$ cat src/rtl/rs_issue_queue.sv
// rs_issue_queue: reservation station for one functional unit.
// Holds dispatched ops until both operands are known and issues the
// oldest ready entry. Waiting entries snoop the per-ROB-tag result vector.
module rs_issue_queue #(
    parameter int DEPTH  = 4,
    parameter int TAG_W  = 3,
    parameter int DATA_W = 32,
    parameter int OP_W   = 7
) (
    input  logic                          clk,
    input  logic                          rst,
    input  logic                          flush,
    input  logic                          in_valid,
    output logic                          in_ready,
    input  logic [OP_W-1:0]               in_op,
    input  logic                          in_src1_valid,
    input  logic                          in_src2_valid,
    input  logic [TAG_W-1:0]              in_src1_tag,
    input  logic [TAG_W-1:0]              in_src2_tag,
    input  logic [DATA_W-1:0]             in_src1_data,
    input  logic [DATA_W-1:0]             in_src2_data,
    input  logic [TAG_W-1:0]              in_rd_tag,
    input  logic [(2**TAG_W)-1:0]         rob_ready,
    input  logic [(2**TAG_W)*DATA_W-1:0]  rob_data,
    output logic                          issue_valid,
    input  logic                          issue_ready,
    output logic [OP_W-1:0]               issue_op,
    output logic [DATA_W-1:0]             issue_src1,
    output logic [DATA_W-1:0]             issue_src2,
    output logic [TAG_W-1:0]              issue_tag,
    output logic [$clog2(DEPTH+1)-1:0]    occupancy,
    output logic                          empty
);

    localparam int ROB_SIZE = 2**TAG_W;
    localparam int IDX_W    = $clog2(DEPTH);
    localparam int AGE_W    = $clog2(DEPTH);
    localparam int OCC_W    = $clog2(DEPTH+1);

    logic              busy    [DEPTH];
    logic [OP_W-1:0]   op      [DEPTH];
    logic [TAG_W-1:0]  rd_tag  [DEPTH];
    logic              s1_valid[DEPTH];
    logic [TAG_W-1:0]  s1_tag  [DEPTH];
    logic [DATA_W-1:0] s1_data [DEPTH];
    logic              s2_valid[DEPTH];
    logic [TAG_W-1:0]  s2_tag  [DEPTH];
    logic [DATA_W-1:0] s2_data [DEPTH];
    logic [AGE_W-1:0]  age     [DEPTH];

    logic [DATA_W-1:0] rob_word[ROB_SIZE];
    logic [DEPTH-1:0]  ready;
    logic              any_free;
    logic [IDX_W-1:0]  alloc_idx;
    logic              sel_found;
    logic [IDX_W-1:0]  sel_idx;
    logic [AGE_W-1:0]  sel_age;
    logic              alloc;
    logic              fire;

    // Split the flat result bus into one word per ROB tag
    always_comb begin
        for (int t = 0; t < ROB_SIZE; t++) begin
            rob_word[t] = rob_data[t*DATA_W +: DATA_W];
        end
    end

    // Lowest-index free slot and per-entry readiness (stored or snooped operands)
    always_comb begin
        any_free  = 1'b0;
        alloc_idx = '0;
        ready     = '0;
        for (int i = DEPTH-1; i >= 0; i--) begin
            if (!busy[i]) begin
                any_free  = 1'b1;
                alloc_idx = IDX_W'(i);
            end
            ready[i] = busy[i] &&
                       (s1_valid[i] || rob_ready[s1_tag[i]]) &&
                       (s2_valid[i] || rob_ready[s2_tag[i]]);
        end
    end

    // Pick the oldest ready entry; ages are unique so no tie-break is needed
    always_comb begin
        sel_found = 1'b0;
        sel_idx   = '0;
        sel_age   = '0;
        for (int i = 0; i < DEPTH; i++) begin
            if (ready[i] && (!sel_found || age[i] > sel_age)) begin
                sel_found = 1'b1;
                sel_idx   = IDX_W'(i);
                sel_age   = age[i];
            end
        end
    end

    assign in_ready    = any_free;
    assign issue_valid = sel_found && !flush;
    assign fire        = issue_valid && issue_ready;
    assign alloc       = in_valid && in_ready && !flush;
    assign empty       = (occupancy == '0);

    // Drive the selected entry to the FU, bypassing operands arriving this cycle
    always_comb begin
        issue_op   = '0;
        issue_src1 = '0;
        issue_src2 = '0;
        issue_tag  = '0;
        if (issue_valid) begin
            issue_op   = op[sel_idx];
            issue_tag  = rd_tag[sel_idx];
            issue_src1 = s1_valid[sel_idx] ? s1_data[sel_idx] : rob_word[s1_tag[sel_idx]];
            issue_src2 = s2_valid[sel_idx] ? s2_data[sel_idx] : rob_word[s2_tag[sel_idx]];
        end
    end

    // Entry storage: allocate, snoop, issue-clear and age bookkeeping
    always_ff @(posedge clk) begin
        for (int i = 0; i < DEPTH; i++) begin
            if (rst) begin
                busy[i]     <= 1'b0;
                op[i]       <= '0;
                rd_tag[i]   <= '0;
                s1_valid[i] <= 1'b0;
                s1_tag[i]   <= '0;
                s1_data[i]  <= '0;
                s2_valid[i] <= 1'b0;
                s2_tag[i]   <= '0;
                s2_data[i]  <= '0;
                age[i]      <= '0;
            end else if (flush) begin
                busy[i] <= 1'b0;
                age[i]  <= '0;
            end else if (fire && sel_idx == IDX_W'(i)) begin
                busy[i] <= 1'b0;
                age[i]  <= '0;
            end else if (alloc && alloc_idx == IDX_W'(i)) begin
                busy[i]     <= 1'b1;
                op[i]       <= in_op;
                rd_tag[i]   <= in_rd_tag;
                age[i]      <= '0;
                s1_tag[i]   <= in_src1_tag;
                s1_valid[i] <= in_src1_valid || rob_ready[in_src1_tag];
                s1_data[i]  <= in_src1_valid ? in_src1_data : rob_word[in_src1_tag];
                s2_tag[i]   <= in_src2_tag;
                s2_valid[i] <= in_src2_valid || rob_ready[in_src2_tag];
                s2_data[i]  <= in_src2_valid ? in_src2_data : rob_word[in_src2_tag];
            end else if (busy[i]) begin
                if (!s1_valid[i] && rob_ready[s1_tag[i]]) begin
                    s1_valid[i] <= 1'b1;
                    s1_data[i]  <= rob_word[s1_tag[i]];
                end
                if (!s2_valid[i] && rob_ready[s2_tag[i]]) begin
                    s2_valid[i] <= 1'b1;
                    s2_data[i]  <= rob_word[s2_tag[i]];
                end
                age[i] <= age[i]
                        + (alloc ? AGE_W'(1) : AGE_W'(0))
                        - ((fire && age[i] > sel_age) ? AGE_W'(1) : AGE_W'(0));
            end
        end
    end

    // Occupancy tracks net allocations minus issues
    always_ff @(posedge clk) begin
        if (rst || flush) begin
            occupancy <= '0;
        end else begin
            case ({alloc, fire})
                2'b10:   occupancy <= occupancy + OCC_W'(1);
                2'b01:   occupancy <= occupancy - OCC_W'(1);
                default: occupancy <= occupancy;
            endcase
        end
    end

endmodule

$ cat config.mk
export PLATFORM = sky130hd
export DESIGN_NAME = rs_issue_queue
export DESIGN_NICKNAME = d
export VERILOG_FILES = /design/src/rtl/rs_issue_queue.sv
export SDC_FILE = /design/constraint.sdc
export NUM_CORES = 1
export LEC_CHECK = 0
export CELL_PAD_IN_SITES_DETAIL_PLACEMENT = 1
export CELL_PAD_IN_SITES_GLOBAL_PLACEMENT = 1
export CORE_MARGIN = 2
export CORE_UTILIZATION = 29
export CTS_BUF_LIST = sky130_fd_sc_hd__clkbuf_8
export DETAILED_ROUTE_END_ITERATION = 7
export PLACE_DENSITY_LB_ADDON = 0.08
export SLEW_MARGIN = 10
export SYNTH_ARGS = -nofsm -noshare
export SYNTH_HDL_FRONTEND = slang
export SYNTH_SLANG_ARGS = --single-unit
export TNS_END_PERCENT = 100
$ cat constraint.sdc
create_clock -name clk -period 18.4 [get_ports clk]
set_clock_uncertainty 0.2 [all_clocks]
set_input_delay 4.6 -clock clk [delete_from_list [all_inputs] [get_ports clk]]
set_output_delay 4.6 -clock clk [all_outputs]
set_load 0.02 [all_outputs]
==> metrics.md <==
| Metric | Value |
|---|---|
| Status | complete, no violations |
| Syn Inst Count | 3,708 |
| Max incr delay on CP | ~0.70 ns |
| Worst slew margin | 21.7% |
| Peak VDD IR | ~37 µV |
| Grt ovf | 0 |
| Most common cell in the synthesized netlist | mux4_2 |
| Worst slew pin tran | 1.17 ns |
| Critical path class | in2out |
| Starting DRC count in detailed routing | between 4,000 and 5,000 |
| Vias in the first global route | between 30,000 and 40,000 |
| Share of the yosys chip area belonging to registers | between 20% and 30% |
| Share of layout cells above drive strength 1 | between 20% and 30% |
| Final setup viols | 0 |
| CTS tree | yes |
| Setup TNS | 0 ns |
| Yosys top cell area share | a little over a third |
| Post-Syn Nets | 4,083 |
| Net Sw Power | around 1.3 mW |
| Initial Utilization | ~30% |
| Die Y | 383 µm |
| Reg power frac | around 29% |
| Crit. End Element | output port |
| Num CTS Buffers | slightly below 80 |
| Pre-antenna DRT Iters | 6 |
| Util after Layout | about a third |
| Die X-Extent | around 380 µm |
| Top cell by count, worst path | nor2_1 |
| Worst EP arrival | around 13 ns |
| Post-synth EDFFs | 340 |
| Portion of netlist area occupied by mux cells | a little under half |
| Initial antenna violation count | 32 |
| Compound-gate portion of the synthesized area | 13.1% |
| HP Class | reg2reg |
| Critical path peak fanout | 30 |
| Synth Warn # | 0 |
| Int Pwr | ~1.9 mW |
| CP max stage cell | clkdlybuf4s50_1 |
| Number of routed nets with antenna violations | 0 |
| Tmin final | 17.84 ns |
| Ys async rst share | 0% |
| Synth Area in Adders | 0.737% |
| Skew-Pair Late Insertion Delay | around 0.78 ns |
| Area contributors post-synth | mux4_2 (35%), edfxtp_1 (24%), mux2i_1 (11%), clkbuf_1 (4.5%), nand2_1 (3.9%) |
| Dominant cell type by area after synthesis | mux4_2 |
| Post-synthesis simple-gate area fraction | ~8.0% |
| Row Count | around 140 |
| Die Area | between 0.1 and 0.15 mm² |
| First-pass GRT wire length | 326 mm |
| Ys flop type | edfxtp_1 |
| Largest family of logic cells by synthesized area | multiplexers |
| Synth-to-layout area growth | 16.3% |
| CP Buf/Inv Count | 3 |
| Post-Synthesis Cell Area | approximately 0.042 mm² |
| CP required | between 10 and 15 ns |
| Final HPWL DP | approximately 140 mm |
| Slew Limit Fails | 0 |
| Sw frac | 40.1% |
| Synth Area in XOR/XNOR | less than 1% |
| GRT Total Usage | approximately 31% |
| Largest delay share family, worst path | simple AND/OR/NAND/NOR gates |
| Vias per cell | about 6.9 |
| Top post-synthesis cells by count | mux4_2 (647), clkbuf_1 (496), mux2i_1 (475) |
| Final Cycle Share | 96.9% |
| Yosys cell types | 64 |
| Gp weighted congestion | 0.880 |
| Max Clock Freq | between 50 and 60 MHz |
| Cts repair resizes | 0 |
| Average wire per standard cell | between 40 and 50 µm |
| Leakage Power | 17.1 nW |
| Count of state elements after synthesis | around 340 |
| Port Buffer Count | between 400 and 500 |
| Clock power frac | 27.8% |
| Core area | 0.143 mm² |
| Layout Nets | roughly 4,100 |
| Max-cap violations | 0 |
| RSZ-0062 raised after global routing | no |
| Final Hold Viols | 0 |
| Post-CTS Setup Repair Bufs | 0 |
| Largest net degree at the start of global routing | 65 |
| Clock sinks | ~340 |
| Residual DRC count | 0 |
| I/O pins | between 400 and 500 |
| Gate power share | 43.2% |
| Drt total wl | 237 mm |
| Htree depth | 3 |
| Pwr dens | about 66 mW/mm² |
| Worst setup SP type | input pin |
| Mean post-synth cell area | 11.3 µm² |
| Root Buffer | clkbuf_8 |
| Hold_buf cts | 0 |
| Clock-pin slew on the worst setup and hold paths | about 0.050 ns |
| Maximum clock insertion buffer count | 3 |
| Via Count | slightly below 40,000 |
==> power by group through the flow <==
stage	Combinational (mW)	Clock, mW	Sequential (mW)
global placement	1.32	0	0.940
CTS	1.36	0.900	0.926
global route	1.43	0.928	0.930
finish	1.38	0.890	0.927
floorplan	0.833	0	0.932
detailed placement	1.36	0	0.942
==> layout make-up <==
type	count	area, µm²
Clock inverter	61	334
Inverter	46	173
Antenna cell	9	22.5
Tap cell	1903	2380
Clock buffer	81	1110
Sequential cell	343	10300
Timing Repair Buffer	564	5380
Multi-Input combinational cell	2660	28900
Fill cell	15400	94800
==> sequential cells by signal (all words and copies together), names as in the netlist <==
register / cells
age: 8
s2_tag: 12
s1_tag: 12
s1_data: 128
s1_valid: 4
s2_data: 128
op: 28
busy: 4
s2_valid: 4
rd_tag: 12
occupancy: 3
==> worst reg2reg max path, delay by kind of cell, from the launching register on <==
family | cells | cell delay (ns)
fa+ha+maj | 3 | 0.85
flops | 1 | 0.37
buf+inv | 3 | 1.42
simple gates | 16 | 4.85
compound gates | 9 | 2.24
==> final timing paths <==
check | start | endpoint | slack, ns | depth (start not counted)
setup / recovery | rob_ready[3] | issue_src1[21] | 0.56 | 32
hold / removal | occupancy[1] | occupancy[1] | 0.38 | 2
setup reg to reg | s2_tag[0][1] | s2_data[0][25] | 7.88 | 31
hold reg to reg | occupancy[1] | occupancy[1] | 0.38 | 2
==> cells in the final DEF (no fill, tap or decap), types with 8 or more instances in the layout <==
cell type and count:
mux2i_1 475, buf_12 17, nor2_1 167, and3_1 10
o21ai_0 16, diode_2 9, inv_1 63, or3_4 8
clkinv_1 23, nand4_1 12, o211ai_1 66, a21oi_1 77
clkdlybuf4s50_1 376, nand3_1 25, buf_4 169, nand2_1 420
a221oi_1 11, a31oi_1 70, or3_1 9, mux4_2 647
clkbuf_8 81, edfxtp_1 340, a32o_1 122, nand2_4 10
o31ai_2 59, o22ai_1 256, ha_1 23, and2_1 64
==> metrics by stage <==
stage	setup slack, ns	instance area, µm²	power [mW]	hold slack, ns	std cells
global placement	0.694	47000	2.26	0.360	5516
detailed placement	0.484	47000	2.30	0.363	5516
CTS	0.449	48500	3.19	0.377	5658
finish	0.563	48500	3.20	0.383	5667
floorplan	2.33	41700	1.77	0.413	3708
global route	0.158	48500	3.29	0.400	5664
==> per-layer routing <==
metal	wire length, µm	GRT usage, %	vias to the layer above
met2	110000	50.4	2476
met3	21300	6.00	488
met4	9370	12.0	18
met1	95500	41.7	20900
met5	128	0	-
li1	-	-	14900
==> cells by family after synthesis <==
group	Yosys count
muxes	1127
buffers and inverters	705
adders and majority gates	24
AOI/OAI and AO/OA	720
DFF	343
and+or+nand+nor	778
xor gates and xnor gates	11
No activity file was read; power rests on OpenSTA's default activity.
